[config.mk]
export PLATFORM = sky130hd
export DESIGN_NAME = multicycle_ctrl
export DESIGN_NICKNAME = d
export VERILOG_FILES = /design/src/rtl/multicycle_ctrl_pkg.sv /design/src/rtl/multicycle_ctrl_mem_wait_timer.sv /design/src/rtl/multicycle_ctrl.sv
export SDC_FILE = /design/constraint.sdc
export NUM_CORES = 1
export LEC_CHECK = 0
export ABC_AREA = 1
export BUFFER_PORTS_ARGS = -buffer_cell sky130_fd_sc_hd__buf_4
export CAP_MARGIN = 10
export CORE_MARGIN = 8
export CORE_UTILIZATION = 35
export CTS_BUF_LIST = sky130_fd_sc_hd__clkbuf_8 sky130_fd_sc_hd__clkbuf_16
export CTS_CLUSTER_DIAMETER = 100
export CTS_CLUSTER_SIZE = 25
export DETAILED_ROUTE_END_ITERATION = 8
export PLACE_DENSITY = 0.67
export SLEW_MARGIN = 20
export SYNTH_ARGS = -nofsm -noshare
export SYNTH_HDL_FRONTEND = slang
export SYNTH_SLANG_ARGS = --single-unit
[constraint.sdc]
create_clock -name clk_i -period 1.85 [get_ports clk_i]
set_input_delay 0.2775 -clock clk_i [delete_from_list [all_inputs] [get_ports clk_i]]
set_output_delay 0.2775 -clock clk_i [all_outputs]
set_load 0.01 [all_outputs]
[src/rtl/multicycle_ctrl_pkg.sv]
// Shared constants and state encoding for the multicycle MIPS control FSM.
package multicycle_ctrl_pkg;

    localparam logic [5:0] OP_R    = 6'b000000;
    localparam logic [5:0] OP_LW   = 6'b100011;
    localparam logic [5:0] OP_SW   = 6'b101011;
    localparam logic [5:0] OP_BEQ  = 6'b000100;
    localparam logic [5:0] OP_J    = 6'b000010;
    localparam logic [5:0] OP_ADDI = 6'b001000;
    localparam logic [5:0] OP_ORI  = 6'b001101;

    localparam logic [1:0] ALU_OP_ADD   = 2'b00;
    localparam logic [1:0] ALU_OP_SUB   = 2'b01;
    localparam logic [1:0] ALU_OP_FUNCT = 2'b10;
    localparam logic [1:0] ALU_OP_OR    = 2'b11;

    localparam logic [1:0] PC_SRC_SEQ = 2'b00;
    localparam logic [1:0] PC_SRC_BR  = 2'b01;
    localparam logic [1:0] PC_SRC_JMP = 2'b10;

    typedef enum logic [3:0] {
        S_FETCH    = 4'd0,
        S_DECODE   = 4'd1,
        S_EXEC_R   = 4'd2,
        S_EXEC_I   = 4'd3,
        S_MEM_ADDR = 4'd4,
        S_MEM_RD   = 4'd5,
        S_MEM_WR   = 4'd6,
        S_BRANCH   = 4'd7,
        S_JUMP     = 4'd8,
        S_TRAP     = 4'd15
    } state_t;

    function automatic logic op_legal(input logic [5:0] op);
        case (op)
            OP_R, OP_LW, OP_SW, OP_BEQ,
            OP_J, OP_ADDI, OP_ORI: return 1'b1;
            default:               return 1'b0;
        endcase
    endfunction

endpackage

[src/rtl/multicycle_ctrl_mem_wait_timer.sv]
// Wait-cycle counter shared by the memory wait states; flags the
// last permitted not-ready cycle so the FSM can trap.
module mem_wait_timer #(
    parameter int WAIT_LIMIT = 16,
    parameter int CNT_W      = 8
) (
    input  logic clk_i,
    input  logic rst_i,
    input  logic clr_i,
    input  logic wait_i,
    output logic expired_o
);

    localparam logic [CNT_W-1:0] LAST = CNT_W'(WAIT_LIMIT - 1);

    logic [CNT_W-1:0] cnt_q;

    always_ff @(posedge clk_i) begin
        if (rst_i || clr_i) begin
            cnt_q <= '0;
        end else if (wait_i && cnt_q != LAST) begin
            cnt_q <= cnt_q + 1'b1;
        end
    end

    // cnt_q holds the not-ready cycles already seen, so this one is the last
    assign expired_o = wait_i && (cnt_q == LAST);

endmodule

[src/rtl/multicycle_ctrl.sv]
// Multicycle MIPS main control FSM with variable-latency memory
// handshakes and sticky illegal/timeout traps.
module multicycle_ctrl
    import multicycle_ctrl_pkg::*;
#(
    parameter int WAIT_LIMIT = 16,
    parameter int CNT_W      = 8
) (
    input  logic       clk_i,
    input  logic       rst_i,
    input  logic [5:0] op_i,
    input  logic       zero_i,
    input  logic       imem_ready_i,
    input  logic       dmem_ready_i,
    output logic       imem_req_o,
    output logic       ir_we_o,
    output logic       pc_we_o,
    output logic [1:0] pc_src_o,
    output logic       reg_write_o,
    output logic       reg_dst_o,
    output logic       mem_to_reg_o,
    output logic       alu_src_o,
    output logic       ext_op_o,
    output logic [1:0] alu_op_o,
    output logic       dmem_read_o,
    output logic       dmem_write_o,
    output logic       illegal_o,
    output logic       timeout_o,
    output logic [3:0] state_o
);

    state_t state_q, state_d;
    logic   illegal_q, timeout_q;
    logic   set_ill, set_to;
    logic   wait_st, ready, expired;

    assign wait_st = (state_q == S_FETCH) || (state_q == S_MEM_RD)
                  || (state_q == S_MEM_WR);
    assign ready   = (state_q == S_FETCH) ? imem_ready_i : dmem_ready_i;

    mem_wait_timer #(
        .WAIT_LIMIT (WAIT_LIMIT),
        .CNT_W      (CNT_W)
    ) u_timer (
        .clk_i     (clk_i),
        .rst_i     (rst_i),
        .clr_i     (state_d != state_q),
        .wait_i    (wait_st && !ready),
        .expired_o (expired)
    );

    always_comb begin
        state_d      = state_q;
        set_ill      = 1'b0;
        set_to       = 1'b0;
        imem_req_o   = 1'b0;
        ir_we_o      = 1'b0;
        pc_we_o      = 1'b0;
        pc_src_o     = PC_SRC_SEQ;
        reg_write_o  = 1'b0;
        reg_dst_o    = 1'b0;
        mem_to_reg_o = 1'b0;
        alu_src_o    = 1'b0;
        ext_op_o     = 1'b0;
        alu_op_o     = ALU_OP_ADD;
        dmem_read_o  = 1'b0;
        dmem_write_o = 1'b0;
        case (state_q)
            S_FETCH: begin
                imem_req_o = 1'b1;
                if (imem_ready_i) begin
                    ir_we_o = 1'b1;
                    pc_we_o = 1'b1;
                    state_d = S_DECODE;
                end else if (expired) begin
                    set_to  = 1'b1;
                    state_d = S_TRAP;
                end
            end
            S_DECODE: begin
                if (!op_legal(op_i)) begin
                    set_ill = 1'b1;
                    state_d = S_TRAP;
                end else begin
                    case (op_i)
                        OP_R:             state_d = S_EXEC_R;
                        OP_ADDI, OP_ORI:  state_d = S_EXEC_I;
                        OP_LW, OP_SW:     state_d = S_MEM_ADDR;
                        OP_BEQ:           state_d = S_BRANCH;
                        default:          state_d = S_JUMP;
                    endcase
                end
            end
            S_EXEC_R: begin
                alu_op_o    = ALU_OP_FUNCT;
                reg_dst_o   = 1'b1;
                reg_write_o = 1'b1;
                state_d     = S_FETCH;
            end
            S_EXEC_I: begin
                alu_src_o   = 1'b1;
                reg_write_o = 1'b1;
                ext_op_o    = (op_i != OP_ORI);
                alu_op_o    = (op_i == OP_ORI) ? ALU_OP_OR : ALU_OP_ADD;
                state_d     = S_FETCH;
            end
            S_MEM_ADDR: begin
                alu_src_o = 1'b1;
                ext_op_o  = 1'b1;
                state_d   = (op_i == OP_SW) ? S_MEM_WR : S_MEM_RD;
            end
            S_MEM_RD, S_MEM_WR: begin
                // address controls stay stable for the whole request
                alu_src_o    = 1'b1;
                ext_op_o     = 1'b1;
                dmem_read_o  = (state_q == S_MEM_RD);
                dmem_write_o = (state_q == S_MEM_WR);
                if (dmem_ready_i) begin
                    reg_write_o  = (state_q == S_MEM_RD);
                    mem_to_reg_o = (state_q == S_MEM_RD);
                    state_d      = S_FETCH;
                end else if (expired) begin
                    set_to  = 1'b1;
                    state_d = S_TRAP;
                end
            end
            S_BRANCH: begin
                alu_op_o = ALU_OP_SUB;
                pc_src_o = PC_SRC_BR;
                pc_we_o  = zero_i;
                state_d  = S_FETCH;
            end
            S_JUMP: begin
                pc_src_o = PC_SRC_JMP;
                pc_we_o  = 1'b1;
                state_d  = S_FETCH;
            end
            S_TRAP:  state_d = S_TRAP;
            default: state_d = S_TRAP;
        endcase
        if (rst_i) begin
            state_d      = S_FETCH;
            set_ill      = 1'b0;
            set_to       = 1'b0;
            imem_req_o   = 1'b0;
            ir_we_o      = 1'b0;
            pc_we_o      = 1'b0;
            pc_src_o     = PC_SRC_SEQ;
            reg_write_o  = 1'b0;
            reg_dst_o    = 1'b0;
            mem_to_reg_o = 1'b0;
            alu_src_o    = 1'b0;
            ext_op_o     = 1'b0;
            alu_op_o     = ALU_OP_ADD;
            dmem_read_o  = 1'b0;
            dmem_write_o = 1'b0;
        end
    end

    always_ff @(posedge clk_i) begin
        if (rst_i) begin
            state_q   <= S_FETCH;
            illegal_q <= 1'b0;
            timeout_q <= 1'b0;
        end else begin
            state_q <= state_d;
            if (set_ill) illegal_q <= 1'b1;
            if (set_to)  timeout_q <= 1'b1;
        end
    end

    assign illegal_o = illegal_q;
    assign timeout_o = timeout_q;
    assign state_o   = state_q;

endmodule

==> metrics.txt, run 1 <==
# TYPE chip_impl_metric gauge
chip_impl_info{name="clk_root_buffer_cell",value="sky130_fd_sc_hd__clkbuf_8"} 1
chip_impl_metric{name="mappedNetlistNets",unit=""} 198
chip_impl_info{name="ys.flop_type",value="sky130_fd_sc_hd__dfxtp_1"} 1
chip_impl_metric{name="net-switching-power",unit="µW"} 897
chip_impl_metric{name="core-area",unit="µm²"} 3030
chip_impl_metric{name="number_of_standard_cells_in_the_layout_taps_in_and_fillers_out",unit=""} 270
chip_impl_info{name="ys_top_cells_by_area",value="sky130_fd_sc_hd__dfxtp_1 25%, sky130_fd_sc_hd__inv_1 12%, sky130_fd_sc_hd__nor2_1 12%"} 1
chip_impl_metric{name="gp_congestion",unit=""} 0.901
chip_impl_metric{name="grt_pass1_vias",unit=""} 1113
chip_impl_info{name="crit_path_cell_trace",value="nor2_2 > buf_4 > inv_1 > a2111oi_0 > buf_4"} 1
chip_impl_metric{name="crit_arrival",unit="ns"} 1.50
chip_impl_metric{name="post-dp-hpwl",unit="µm"} 2300
chip_impl_metric{name="share_seq_of_total_power",unit=""} 0.232
chip_impl_info{name="min-delay-start",value="rst_i"} 1
chip_impl_metric{name="power_switching_share",unit=""} 0.461
chip_impl_metric{name="place_ws",unit="ns"} -0.00420
chip_impl_metric{name="worst-endpoint-required",unit="ns"} 1.57
chip_impl_metric{name="drtAntennaViolNets",unit=""} 0
chip_impl_metric{name="drt_drc_violations_left",unit=""} 0
chip_impl_info{name="worstReg2RegEnd",value="u_timer.cnt_q[5]"} 1
chip_impl_metric{name="drt_pass1_iterations",unit=""} 4
chip_impl_info{name="endpoint_kind",value="output pin"} 1
chip_impl_metric{name="maxSlewViolCount",unit=""} 0
chip_impl_info{name="holdCritPathClass",value="input pin to register"} 1
chip_impl_metric{name="leakage_power_figure",unit="nW"} 0.797
chip_impl_metric{name="power.total",unit="mW"} 1.95
chip_impl_metric{name="min_period_over_period",unit=""} 0.962
chip_impl_info{name="min_to",value="state_o[3]"} 1
chip_impl_metric{name="power_density",unit="nW/µm²"} 1260
chip_impl_metric{name="wire_per_inst",unit="µm"} 10.6
chip_impl_metric{name="cap_viol_max_count",unit=""} 0
chip_impl_metric{name="synth_area",unit="µm²"} 1110
chip_impl_metric{name="chipWidth",unit="µm"} 72.3
chip_impl_metric{name="synth_top_area_share",unit=""} 0.253
chip_impl_metric{name="post_synth_arst_share",unit=""} 0
chip_impl_metric{name="post-route-min-period",unit="ns"} 1.78
chip_impl_metric{name="cts.clk_slew.worst_paths",unit="ns"} 0.06
chip_impl_metric{name="syn_inst",unit=""} 186
chip_impl_metric{name="first_iter_violations",unit=""} 81
chip_impl_metric{name="synthesis.yosys.warnings",unit=""} 0
chip_impl_metric{name="final_total_negative_setup_slack",unit="ns"} 0
chip_impl_metric{name="postSynthRegisterBits",unit=""} 14
chip_impl_metric{name="synth_area_per_cell",unit="µm²"} 5.96
chip_impl_metric{name="vias_per_cell",unit=""} 4.57
chip_impl_metric{name="worstPathBufferInverterCount",unit=""} 3
chip_impl_metric{name="clock.fmax",unit="MHz"} 562
chip_impl_metric{name="timing.final.setup_violations",unit=""} 0
chip_impl_metric{name="boundaryPins",unit=""} 31
chip_impl_metric{name="dieArea",unit="µm²"} 5220
chip_impl_metric{name="finish.net_count",unit=""} 239
chip_impl_metric{name="ys_types",unit=""} 27
chip_impl_metric{name="clock_latency_reported_for_the_late_side_of_the_worst_skew_pair",unit="ns"} 0.25
chip_impl_metric{name="timing.hold.worst_path_depth",unit=""} 2
chip_impl_metric{name="port-buffer-count",unit=""} 30
chip_impl_metric{name="internal_power",unit="mW"} 1.05
chip_impl_info{name="most-common-layout-cells",value="39 x sky130_fd_sc_hd__buf_4, 34 x sky130_fd_sc_hd__inv_1, 30 x sky130_fd_sc_hd__nand2_1"} 1
chip_impl_metric{name="syn_to_final_growth",unit="%"} 39.8
chip_impl_metric{name="r2r_cells",unit=""} 9
chip_impl_info{name="timing.critical_path.slowest_stage_cell",value="sky130_fd_sc_hd__dfxtp_2"} 1
chip_impl_metric{name="drive_gt1_frac",unit=""} 0.301
chip_impl_metric{name="grt_remaining_overflow",unit=""} 0
chip_impl_metric{name="antenna_cells",unit=""} 0
chip_impl_info{name="crit_top_cell",value="sky130_fd_sc_hd__buf_4"} 1
chip_impl_metric{name="ys_seq_area_frac",unit=""} 0.253
chip_impl_metric{name="critical_path_fanouts_max",unit=""} 6
chip_impl_metric{name="post-route-worst-setup-slack",unit="ns"} 0.0704
chip_impl_metric{name="timing.slew.headroom",unit=""} 0.703
chip_impl_info{name="setup.worst_path.start_class",value="register"} 1
chip_impl_info{name="synthDominantAreaCellType",value="sky130_fd_sc_hd__dfxtp_1"} 1
chip_impl_metric{name="post-cts-setup-buffer-count",unit=""} 0
chip_impl_metric{name="worst_clock_skew",unit="ns"} 0.00332
chip_impl_metric{name="worstMarginPinSlew",unit="ns"} 0.434
chip_impl_metric{name="cts_num_sinks",unit=""} 14
chip_impl_info{name="reg2reg_from",value="u_timer.cnt_q[0]"} 1
chip_impl_metric{name="grt.total_usage",unit=""} 0.109
chip_impl_metric{name="rrSetupSlack",unit="ns"} 0.11
chip_impl_metric{name="num_vias",unit=""} 1233
chip_impl_metric{name="grt_start_max_net_pins",unit=""} 18
chip_impl_metric{name="cts_made_buffers",unit=""} 3
chip_impl_info{name="status",value="finished clean"} 1
chip_impl_metric{name="crit_path_max_incr_delay",unit="ns"} 0.35
chip_impl_metric{name="number_of_buffers_on_the_longest_clock_path",unit=""} 2
chip_impl_metric{name="numPlacedInstances",unit=""} 266
chip_impl_metric{name="antenna_found_initial",unit=""} 0
chip_impl_info{name="criticalPathCategory",value="register to output pin"} 1
chip_impl_metric{name="routed_wl",unit="µm"} 2880
chip_impl_info{name="cts_tree",value="built"} 1
chip_impl_metric{name="starting_utilization_of_the_core_area",unit=""} 0.366
chip_impl_metric{name="grt_first_pass_wirelength",unit="µm"} 4700
chip_impl_metric{name="placementRows",unit=""} 20
chip_impl_metric{name="pwr-share-comb",unit=""} 0.613
chip_impl_metric{name="cts_max_level",unit=""} 1
chip_impl_metric{name="maximum_ir_drop_on_the_vdd_rail",unit="µV"} 446
chip_impl_metric{name="synth-edff-count",unit=""} 0
chip_impl_metric{name="clockPowerShare",unit=""} 0.155
chip_impl_info{name="layout_commonest_cell",value="sky130_fd_sc_hd__buf_4"} 1
chip_impl_metric{name="report.final.hold_viol_count",unit=""} 0
chip_impl_info{name="critical_path.top_delay_family",value="buffers and inverters"} 1
chip_impl_metric{name="vert_die_dim",unit="µm"} 72.3
power groups by stage:
| stage | registers [mW] | clock network, mW | logic (mW) |
|---|---|---|---|
| floorplan | 0.435 | 0 | 0.703 |
| global placement | 0.434 | 0 | 1.10 |
| detailed placement | 0.434 | 0 | 1.10 |
| CTS | 0.435 | 0.315 | 1.11 |
| global route | 0.461 | 0.326 | 1.33 |
| finish | 0.452 | 0.302 | 1.19 |
synth_stat cells, types with 2 or more instances:
master                       n
sky130_fd_sc_hd__inv_1      34
sky130_fd_sc_hd__nor2_1     34
sky130_fd_sc_hd__nand2_1    32
sky130_fd_sc_hd__nand3_1    20
sky130_fd_sc_hd__dfxtp_1    14
sky130_fd_sc_hd__a21oi_1     8
sky130_fd_sc_hd__nand4_1     5
sky130_fd_sc_hd__nand2_2     4
sky130_fd_sc_hd__nor2_2      4
sky130_fd_sc_hd__o21ai_0     4
sky130_fd_sc_hd__xnor2_1     4
sky130_fd_sc_hd__nor3_1      3
sky130_fd_sc_hd__xor2_1      3
sky130_fd_sc_hd__a2111oi_0   2
sky130_fd_sc_hd__clkbuf_1    2
sky130_fd_sc_hd__o21a_1      2
per-stage QoR:
| step | hold WS [ns] | instance area (µm²) | util |
|---|---|---|---|
| after CTS | 0.312 | 1500 | 0.495 |
| after detailed placement | 0.453 | 1440 | 0.475 |
| final | 0.323 | 1550 | 0.512 |
| after floorplan | 0.474 | 1110 | - |
| after global placement | 0.456 | 1440 | 0.475 |
| after global routing | 0.318 | 1550 | 0.512 |
logic make-up after synthesis:
family / after synthesis / share of synthesized area
buffers and inverters: 38 / 0.135
and+or+nand+nor: 106 / 0.432
DFF: 14 / 0.253
adders and majority gates: 1 / 0.0113
AOI/OAI and AO/OA: 19 / 0.103
xor gates and xnor gates: 7 / 0.0553
muxes: 1 / 0.0102
how the worst max path moves through the flow:
stage,to,cells past startpoint,startpoint
6_report,alu_op_o[1],5,state_o[3]
5_1_grt,u_timer.cnt_q[1],11,u_timer.cnt_q[0]
4_1_cts,u_timer.cnt_q[6],11,u_timer.cnt_q[1]
3_5_place_dp,u_timer.cnt_q[6],12,op_i[5]
3_3_place_gp,u_timer.cnt_q[5],10,state_o[2]
2_1_floorplan,u_timer.cnt_q[0],11,u_timer.cnt_q[0]
flip-flops by register name, indices dropped and copies added (netlist names):
register       cells
u_timer.cnt_q      8
state_o            4
illegal_o          1
timeout_o          1
layout make-up:
cell class	instances	area, µm²
Clock buffer	4	55.1
Fill cell	317	1480
Inverter	35	131
Multi-Input combinational cell	134	726
Sequential cell	14	290
Tap cell	44	55.1
Timing Repair Buffer	39	293
layer usage:
layer  vias up  wire length [µm]  track usage
li1        668                 -            -
met1       531              1380        0.136
met2        31              1270        0.173
met3         3               190       0.0331
met4         0                28       0.0408
met5         -                 0            0
timing repair:
| action | CTS | global route |
|---|---|---|
| endpoints found under the hold margin | 0 | 0 |
| hold buffers | 0 | 0 |
| setup endpoints to repair | 1 | 11 |
| pin swaps | 0 | 3 |
| resized for setup | 3 | 16 |
Note: power is estimated with default switching activity, not from simulation.
==> run 2: changes to the inputs <==
==> constraint.sdc (replaced) <==
create_clock -name clk_i -period 1.85 [get_ports clk_i]
set_input_delay 0.0925 -clock clk_i [delete_from_list [all_inputs] [get_ports clk_i]]
set_output_delay 0.0925 -clock clk_i [all_outputs]
set_load 0.01 [all_outputs]
==> metrics.txt, run 2 (synthesis results as in run 1) <==
# TYPE chip_impl_metric gauge
chip_impl_metric{name="crit_arrival",unit="ns"} 1.83
chip_impl_metric{name="cts_max_level",unit=""} 1
chip_impl_metric{name="timing.hold.worst_path_depth",unit=""} 2
chip_impl_metric{name="leakage_power_figure",unit="nW"} 0.794
chip_impl_metric{name="timing.final.setup_violations",unit=""} 0
chip_impl_info{name="layout_commonest_cell",value="sky130_fd_sc_hd__buf_4"} 1
chip_impl_metric{name="post-route-min-period",unit="ns"} 1.70
chip_impl_metric{name="maxSlewViolCount",unit=""} 0
chip_impl_metric{name="net-switching-power",unit="µW"} 874
chip_impl_metric{name="worstMarginPinSlew",unit="ns"} 0.392
chip_impl_metric{name="worstPathBufferInverterCount",unit=""} 0
chip_impl_metric{name="starting_utilization_of_the_core_area",unit=""} 0.366
chip_impl_metric{name="wire_per_inst",unit="µm"} 10.8
chip_impl_metric{name="numPlacedInstances",unit=""} 268
chip_impl_metric{name="finish.net_count",unit=""} 241
chip_impl_metric{name="drt_drc_violations_left",unit=""} 0
chip_impl_metric{name="number_of_buffers_on_the_longest_clock_path",unit=""} 2
chip_impl_metric{name="clock.fmax",unit="MHz"} 589
chip_impl_metric{name="timing.slew.headroom",unit=""} 0.732
chip_impl_metric{name="share_seq_of_total_power",unit=""} 0.235
chip_impl_metric{name="port-buffer-count",unit=""} 30
chip_impl_info{name="cts_tree",value="built"} 1
chip_impl_metric{name="internal_power",unit="µW"} 996
chip_impl_metric{name="cts.hold.buffers_added",unit=""} 0
chip_impl_metric{name="vert_die_dim",unit="µm"} 72.3
chip_impl_metric{name="core-area",unit="µm²"} 3030
chip_impl_metric{name="power_switching_share",unit=""} 0.467
chip_impl_metric{name="cap_viol_max_count",unit=""} 0
chip_impl_metric{name="syn_to_final_growth",unit="%"} 37.8
chip_impl_metric{name="report.final.hold_viol_count",unit=""} 0
chip_impl_metric{name="r2r_cells",unit=""} 10
chip_impl_info{name="critical_path.top_delay_family",value="simple AND/OR/NAND/NOR gates"} 1
chip_impl_metric{name="antenna_found_initial",unit=""} 0
chip_impl_metric{name="num_vias",unit=""} 1235
chip_impl_metric{name="antenna_cells",unit=""} 0
chip_impl_metric{name="maximum_ir_drop_on_the_vdd_rail",unit="µV"} 513
chip_impl_metric{name="worst-endpoint-required",unit="ns"} 1.98
chip_impl_metric{name="crit_cells",unit=""} 10
chip_impl_metric{name="vias_per_cell",unit=""} 4.56
chip_impl_metric{name="largest_register_ff_count",unit=""} 8
chip_impl_info{name="crit_path_cell_trace",value="nor2_2 > nand3_1 > nor2_1 > nand2_1 > nand4_1 > nand2_1 > nand2_1 > nand2_1 > nand3_4 > nor2_1"} 1
chip_impl_metric{name="grt_pass1_vias",unit=""} 1074
chip_impl_info{name="clk_root_buffer_cell",value="sky130_fd_sc_hd__clkbuf_8"} 1
chip_impl_metric{name="cts_num_sinks",unit=""} 14
chip_impl_info{name="holdCritPathClass",value="input pin to register"} 1
chip_impl_metric{name="placementRows",unit=""} 20
chip_impl_metric{name="grt_remaining_overflow",unit=""} 0
chip_impl_metric{name="cts_made_buffers",unit=""} 3
chip_impl_metric{name="dieArea",unit="µm²"} 5220
chip_impl_info{name="status",value="finished clean"} 1
chip_impl_metric{name="routed_wl",unit="µm"} 2930
chip_impl_metric{name="drt_pass1_iterations",unit=""} 4
chip_impl_metric{name="grt_start_max_net_pins",unit=""} 18
chip_impl_metric{name="crit_path_max_incr_delay",unit="ns"} 0.33
chip_impl_info{name="criticalPathCategory",value="register to register"} 1
chip_impl_info{name="grt_setup_unrepaired",value="yes"} 1
chip_impl_metric{name="final_total_negative_setup_slack",unit="ns"} 0
chip_impl_info{name="most-common-layout-cells",value="41 x sky130_fd_sc_hd__buf_4, 34 x sky130_fd_sc_hd__inv_1, 32 x sky130_fd_sc_hd__nor2_1"} 1
chip_impl_info{name="largest_register",value="u_timer.cnt_q"} 1
chip_impl_metric{name="post-cts-setup-buffer-count",unit=""} 0
chip_impl_metric{name="clock_latency_reported_for_the_late_side_of_the_worst_skew_pair",unit="ns"} 0.24
chip_impl_metric{name="first_iter_violations",unit=""} 48
chip_impl_metric{name="min_period_over_period",unit=""} 0.918
chip_impl_metric{name="boundaryPins",unit=""} 31
chip_impl_info{name="endpoint_kind",value="register"} 1
chip_impl_metric{name="grt.total_usage",unit=""} 0.109
chip_impl_metric{name="critical_path_fanouts_max",unit=""} 8
chip_impl_metric{name="worst_clock_skew",unit="ns"} 0.00126
chip_impl_info{name="timing.critical_path.slowest_stage_cell",value="sky130_fd_sc_hd__dfxtp_1"} 1
chip_impl_metric{name="drive_gt1_frac",unit=""} 0.291
chip_impl_metric{name="pwr-share-comb",unit=""} 0.635
chip_impl_metric{name="clockPowerShare",unit=""} 0.129
chip_impl_info{name="crit_top_cell",value="sky130_fd_sc_hd__nand2_1"} 1
chip_impl_info{name="setup.worst_path.start_class",value="register"} 1
chip_impl_metric{name="timing.hold.ws",unit="ns"} 0.152
chip_impl_metric{name="final_area",unit="µm²"} 1530
chip_impl_metric{name="number_of_standard_cells_in_the_layout_taps_in_and_fillers_out",unit=""} 271
chip_impl_metric{name="drtAntennaViolNets",unit=""} 0
chip_impl_metric{name="chipWidth",unit="µm"} 72.3
chip_impl_metric{name="grt_first_pass_wirelength",unit="µm"} 4710
chip_impl_metric{name="power_density",unit="nW/µm²"} 1220
chip_impl_metric{name="power.total",unit="mW"} 1.87
chip_impl_metric{name="placement.cell_area",unit="µm²"} 1450
chip_impl_metric{name="cts.clk_slew.worst_paths",unit="ns"} 0.05
chip_impl_metric{name="post-dp-hpwl",unit="µm"} 2380
chip_impl_metric{name="gp_congestion",unit=""} 0.917
run 2: cell types whose count changed in the layout (fill, tap and decap cells not counted), sizes merged:
cell,change
clkbuf,-1
buf,+2
run 2: layer usage:
layer  GRT usage  vias up  share of wire
met2       0.168       31           0.43
li1            -      676              -
met4      0.0499        0          0.018
met3      0.0372        7          0.077
met1       0.133      521           0.48
met5           0        -              0
run 2: timing repair:
item	CTS	global route
resized for setup	1	12
pin swaps	0	3
setup endpoints to repair	1	8
run 2: area by class of cell:
cell class,count,area [µm²]
Fill cell,311,1500
Multi-Input combinational cell,134,706
Timing Repair Buffer,41,308
Sequential cell,14,287
Inverter,35,131
Tap cell,44,55.1
Clock buffer,3,41.3
run 2: worst reg2reg max path: stages, from the launching register on:
cell and delay (ns):
sky130_fd_sc_hd__dfxtp_1 0.33, sky130_fd_sc_hd__nor2_2 0.20, sky130_fd_sc_hd__nand3_1 0.14, sky130_fd_sc_hd__nor2_1 0.22, sky130_fd_sc_hd__nand2_1 0.14, sky130_fd_sc_hd__nand4_1 0.16
sky130_fd_sc_hd__nand2_1 0.08, sky130_fd_sc_hd__nand2_1 0.06, sky130_fd_sc_hd__nand2_1 0.08, sky130_fd_sc_hd__nand3_4 0.12, sky130_fd_sc_hd__nor2_1 0.06
run 2: through the flow:
step / util / setup WS [ns]
2_1_floorplan: - / 0.197
3_3_place_gp: 0.480 / 0.0510
3_5_place_dp: 0.480 / 0.00491
4_1_cts: 0.494 / 0.00234
5_1_grt: 0.505 / -0.0228
6_report: 0.505 / 0.151
run 2: power groups by stage:
stage | Combinational [mW] | Clock, mW | Sequential (mW)
floorplan | 0.703 | 0 | 0.435
global placement | 1.12 | 0 | 0.425
detailed placement | 1.13 | 0 | 0.428
CTS | 1.14 | 0.249 | 0.425
global route | 1.33 | 0.267 | 0.445
finish | 1.19 | 0.242 | 0.440
run 2: path summary, 6_finish.rpt:
check | start | to | slack, ns
worst max-delay path | state_o[3] | u_timer.cnt_q[2] | 0.15
worst min-delay path | rst_i | state_o[2] | 0.15
worst max register to register | state_o[3] | u_timer.cnt_q[2] | 0.15
worst min register to register | illegal_o | illegal_o | 0.46
==> run 3: changes to the inputs <==
==> constraint.sdc (replaced) <==
create_clock -name clk_i -period 1.85 [get_ports clk_i]
set_input_delay 0.4625 -clock clk_i [delete_from_list [all_inputs] [get_ports clk_i]]
set_output_delay 0.4625 -clock clk_i [all_outputs]
set_load 0.01 [all_outputs]
==> metrics.txt, run 3 (synthesis results as in run 1) <==
# TYPE chip_impl_metric gauge
chip_impl_info{name="status",value="finished clean"} 1
chip_impl_metric{name="grt_start_max_net_pins",unit=""} 13
chip_impl_metric{name="cts_max_level",unit=""} 1
chip_impl_metric{name="drt_pass1_iterations",unit=""} 4
chip_impl_metric{name="cts.hold.buffers_added",unit=""} 0
chip_impl_metric{name="fill_cells",unit=""} 289
chip_impl_metric{name="seq_area",unit="µm²"} 294
chip_impl_metric{name="clockPowerShare",unit=""} 0.142
chip_impl_metric{name="vias_per_cell",unit=""} 4.57
chip_impl_metric{name="drt_drc_violations_left",unit=""} 0
chip_impl_info{name="clk_root_buffer_cell",value="sky130_fd_sc_hd__clkbuf_8"} 1
chip_impl_metric{name="worst_clock_skew",unit="ns"} 0.000738
chip_impl_metric{name="cts_num_sinks",unit=""} 14
chip_impl_metric{name="placementRows",unit=""} 20
chip_impl_metric{name="antenna_found_initial",unit=""} 0
chip_impl_metric{name="power.total",unit="mW"} 2.12
chip_impl_info{name="layout_commonest_cell",value="sky130_fd_sc_hd__buf_4"} 1
chip_impl_metric{name="num_vias",unit=""} 1299
chip_impl_metric{name="grt.total_usage",unit=""} 0.116
chip_impl_metric{name="crit_arrival",unit="ns"} 1.38
chip_impl_metric{name="grt_pass1_vias",unit=""} 1236
chip_impl_metric{name="grt_remaining_overflow",unit=""} 0
chip_impl_metric{name="chipWidth",unit="µm"} 72.3
chip_impl_metric{name="cts.clk_slew.worst_paths",unit="ns"} 0.06
chip_impl_metric{name="routed_wl",unit="µm"} 3060
chip_impl_metric{name="timing.final.setup_violations",unit=""} 0
chip_impl_metric{name="maximum_ir_drop_on_the_vdd_rail",unit="µV"} 459
chip_impl_metric{name="rrSetupSlack",unit="ns"} 0.21
chip_impl_metric{name="syn_to_final_growth",unit="%"} 56.9
chip_impl_metric{name="vert_die_dim",unit="µm"} 72.3
chip_impl_metric{name="power_switching_share",unit=""} 0.456
chip_impl_metric{name="post-route-min-period",unit="ns"} 1.84
chip_impl_info{name="setup.worst_path.start_class",value="input pin"} 1
chip_impl_metric{name="timing.slew.headroom",unit=""} 0.830
chip_impl_metric{name="boundaryPins",unit=""} 31
chip_impl_metric{name="cts_made_buffers",unit=""} 3
chip_impl_info{name="largest_register",value="u_timer.cnt_q"} 1
chip_impl_metric{name="net-switching-power",unit="µW"} 968
chip_impl_metric{name="maxSlewViolCount",unit=""} 0
chip_impl_metric{name="report.final.hold_viol_count",unit=""} 0
chip_impl_metric{name="share_seq_of_total_power",unit=""} 0.220
chip_impl_metric{name="worstMarginPinSlew",unit="ns"} 0.255
chip_impl_info{name="criticalPathCategory",value="input pin to output pin"} 1
chip_impl_info{name="cts_tree",value="built"} 1
chip_impl_metric{name="worst-endpoint-required",unit="ns"} 1.39
chip_impl_metric{name="critical_path_fanouts_max",unit=""} 4
chip_impl_metric{name="internal_power",unit="mW"} 1.15
chip_impl_metric{name="clock_latency_reported_for_the_late_side_of_the_worst_skew_pair",unit="ns"} 0.25
chip_impl_metric{name="min_period_over_period",unit=""} 0.994
chip_impl_metric{name="multiInputGateArea",unit="µm²"} 792
chip_impl_metric{name="core-area",unit="µm²"} 3030
chip_impl_metric{name="timing.hold.ws",unit="ns"} 0.450
chip_impl_metric{name="drtAntennaViolNets",unit=""} 0
chip_impl_metric{name="leakage_power_figure",unit="nW"} 0.872
chip_impl_info{name="most-common-layout-cells",value="51 x sky130_fd_sc_hd__buf_4, 31 x sky130_fd_sc_hd__nand2_1, 29 x sky130_fd_sc_hd__inv_1, 29 x sky130_fd_sc_hd__nor2_1, 19 x sky130_fd_sc_hd__nand3_1"} 1
chip_impl_metric{name="largest_register_ff_count",unit=""} 8
chip_impl_metric{name="pwr-share-comb",unit=""} 0.638
chip_impl_metric{name="number_of_buffers_on_the_longest_clock_path",unit=""} 2
chip_impl_metric{name="power_density",unit="nW/µm²"} 1220
chip_impl_metric{name="drive_gt1_frac",unit=""} 0.388
chip_impl_info{name="grt_setup_unrepaired",value="yes"} 1
chip_impl_metric{name="cap_viol_max_count",unit=""} 0
chip_impl_metric{name="starting_utilization_of_the_core_area",unit=""} 0.366
chip_impl_metric{name="post-dp-hpwl",unit="µm"} 2300
chip_impl_metric{name="clock.fmax",unit="MHz"} 544
chip_impl_metric{name="wire_per_inst",unit="µm"} 10.8
chip_impl_metric{name="gp_congestion",unit=""} 0.911
chip_impl_info{name="holdCritPathClass",value="register to register"} 1
chip_impl_metric{name="dieArea",unit="µm²"} 5220
chip_impl_metric{name="port-buffer-count",unit=""} 30
chip_impl_metric{name="antenna_cells",unit=""} 0
chip_impl_info{name="endpoint_kind",value="output pin"} 1
chip_impl_metric{name="finish.net_count",unit=""} 253
chip_impl_metric{name="grt_first_pass_wirelength",unit="µm"} 4930
chip_impl_metric{name="first_iter_violations",unit=""} 107
run 3: cell count changes in the layout (fill, tap and decap cells not counted), sizes merged:
cell and delta:
buf +12, clkbuf +1, clkinv -1, clkinvlp +1
run 3: metrics by stage:
| stage | setup TNS, ns | instance area (µm²) | cells | util | setup WS (ns) |
|---|---|---|---|---|---|
| after detailed placement | -1.62 | 1510 | 275 | 0.497 | -0.183 |
| after CTS | 0 | 1600 | 279 | 0.529 | 0.000966 |
| final | 0 | 1740 | 284 | 0.574 | 0.0115 |
| after global placement | -1.33 | 1510 | 275 | 0.497 | -0.153 |
| after global routing | -0.141 | 1740 | 284 | 0.574 | -0.0432 |
| after floorplan | -0.151 | 1110 | 186 | - | -0.0755 |
run 3: cell type report:
cell class,instances,share of cell area
Tap cell,44,0.0317
Clock buffer,4,0.0317
Timing Repair Buffer,53,0.233
Inverter,35,0.0791
Sequential cell,14,0.169
Multi-Input combinational cell,134,0.455
run 3: metal layers:
metal | share of wire | global-route usage | vias up | routed length (µm)
li1 | - | - | 697 | -
met1 | 0.46 | 0.133 | 562 | 1410
met2 | 0.44 | 0.185 | 33 | 1350
met3 | 0.079 | 0.0399 | 7 | 243
met4 | 0.021 | 0.0590 | 0 | 63
met5 | 0 | 0 | - | 0
run 3: path summary, 6_finish.rpt:
kind / startpoint / cells past startpoint / end
min: illegal_o / 2 / illegal_o
max: op_i[4] / 5 / alu_op_o[0]
max reg2reg: u_timer.cnt_q[0] / 11 / u_timer.cnt_q[6]
min reg2reg: illegal_o / 2 / illegal_o
run 3: critical path, cell delays in order:
cell	delay (ns)
sky130_fd_sc_hd__buf_6	0.10
sky130_fd_sc_hd__nor2_4	0.15
sky130_fd_sc_hd__nand3_4	0.13
sky130_fd_sc_hd__a2111oi_4	0.36
sky130_fd_sc_hd__buf_4	0.17
run 3: power groups by stage:
| stage | clock [mW] | combinational, mW | sequential (mW) |
|---|---|---|---|
| finish | 0.300 | 1.35 | 0.467 |
| global route | 0.316 | 1.51 | 0.476 |
| CTS | 0.311 | 1.18 | 0.443 |
| detailed placement | 0 | 1.15 | 0.432 |
| global placement | 0 | 1.14 | 0.433 |
| floorplan | 0 | 0.703 | 0.435 |
run 3: what timing repair did:
action	4_1_cts	5_1_grt
setup endpoints to repair	4	13
resized for setup	15	28
setup buffers	0	5
endpoints found under the hold margin	0	0
pin swaps	1	5
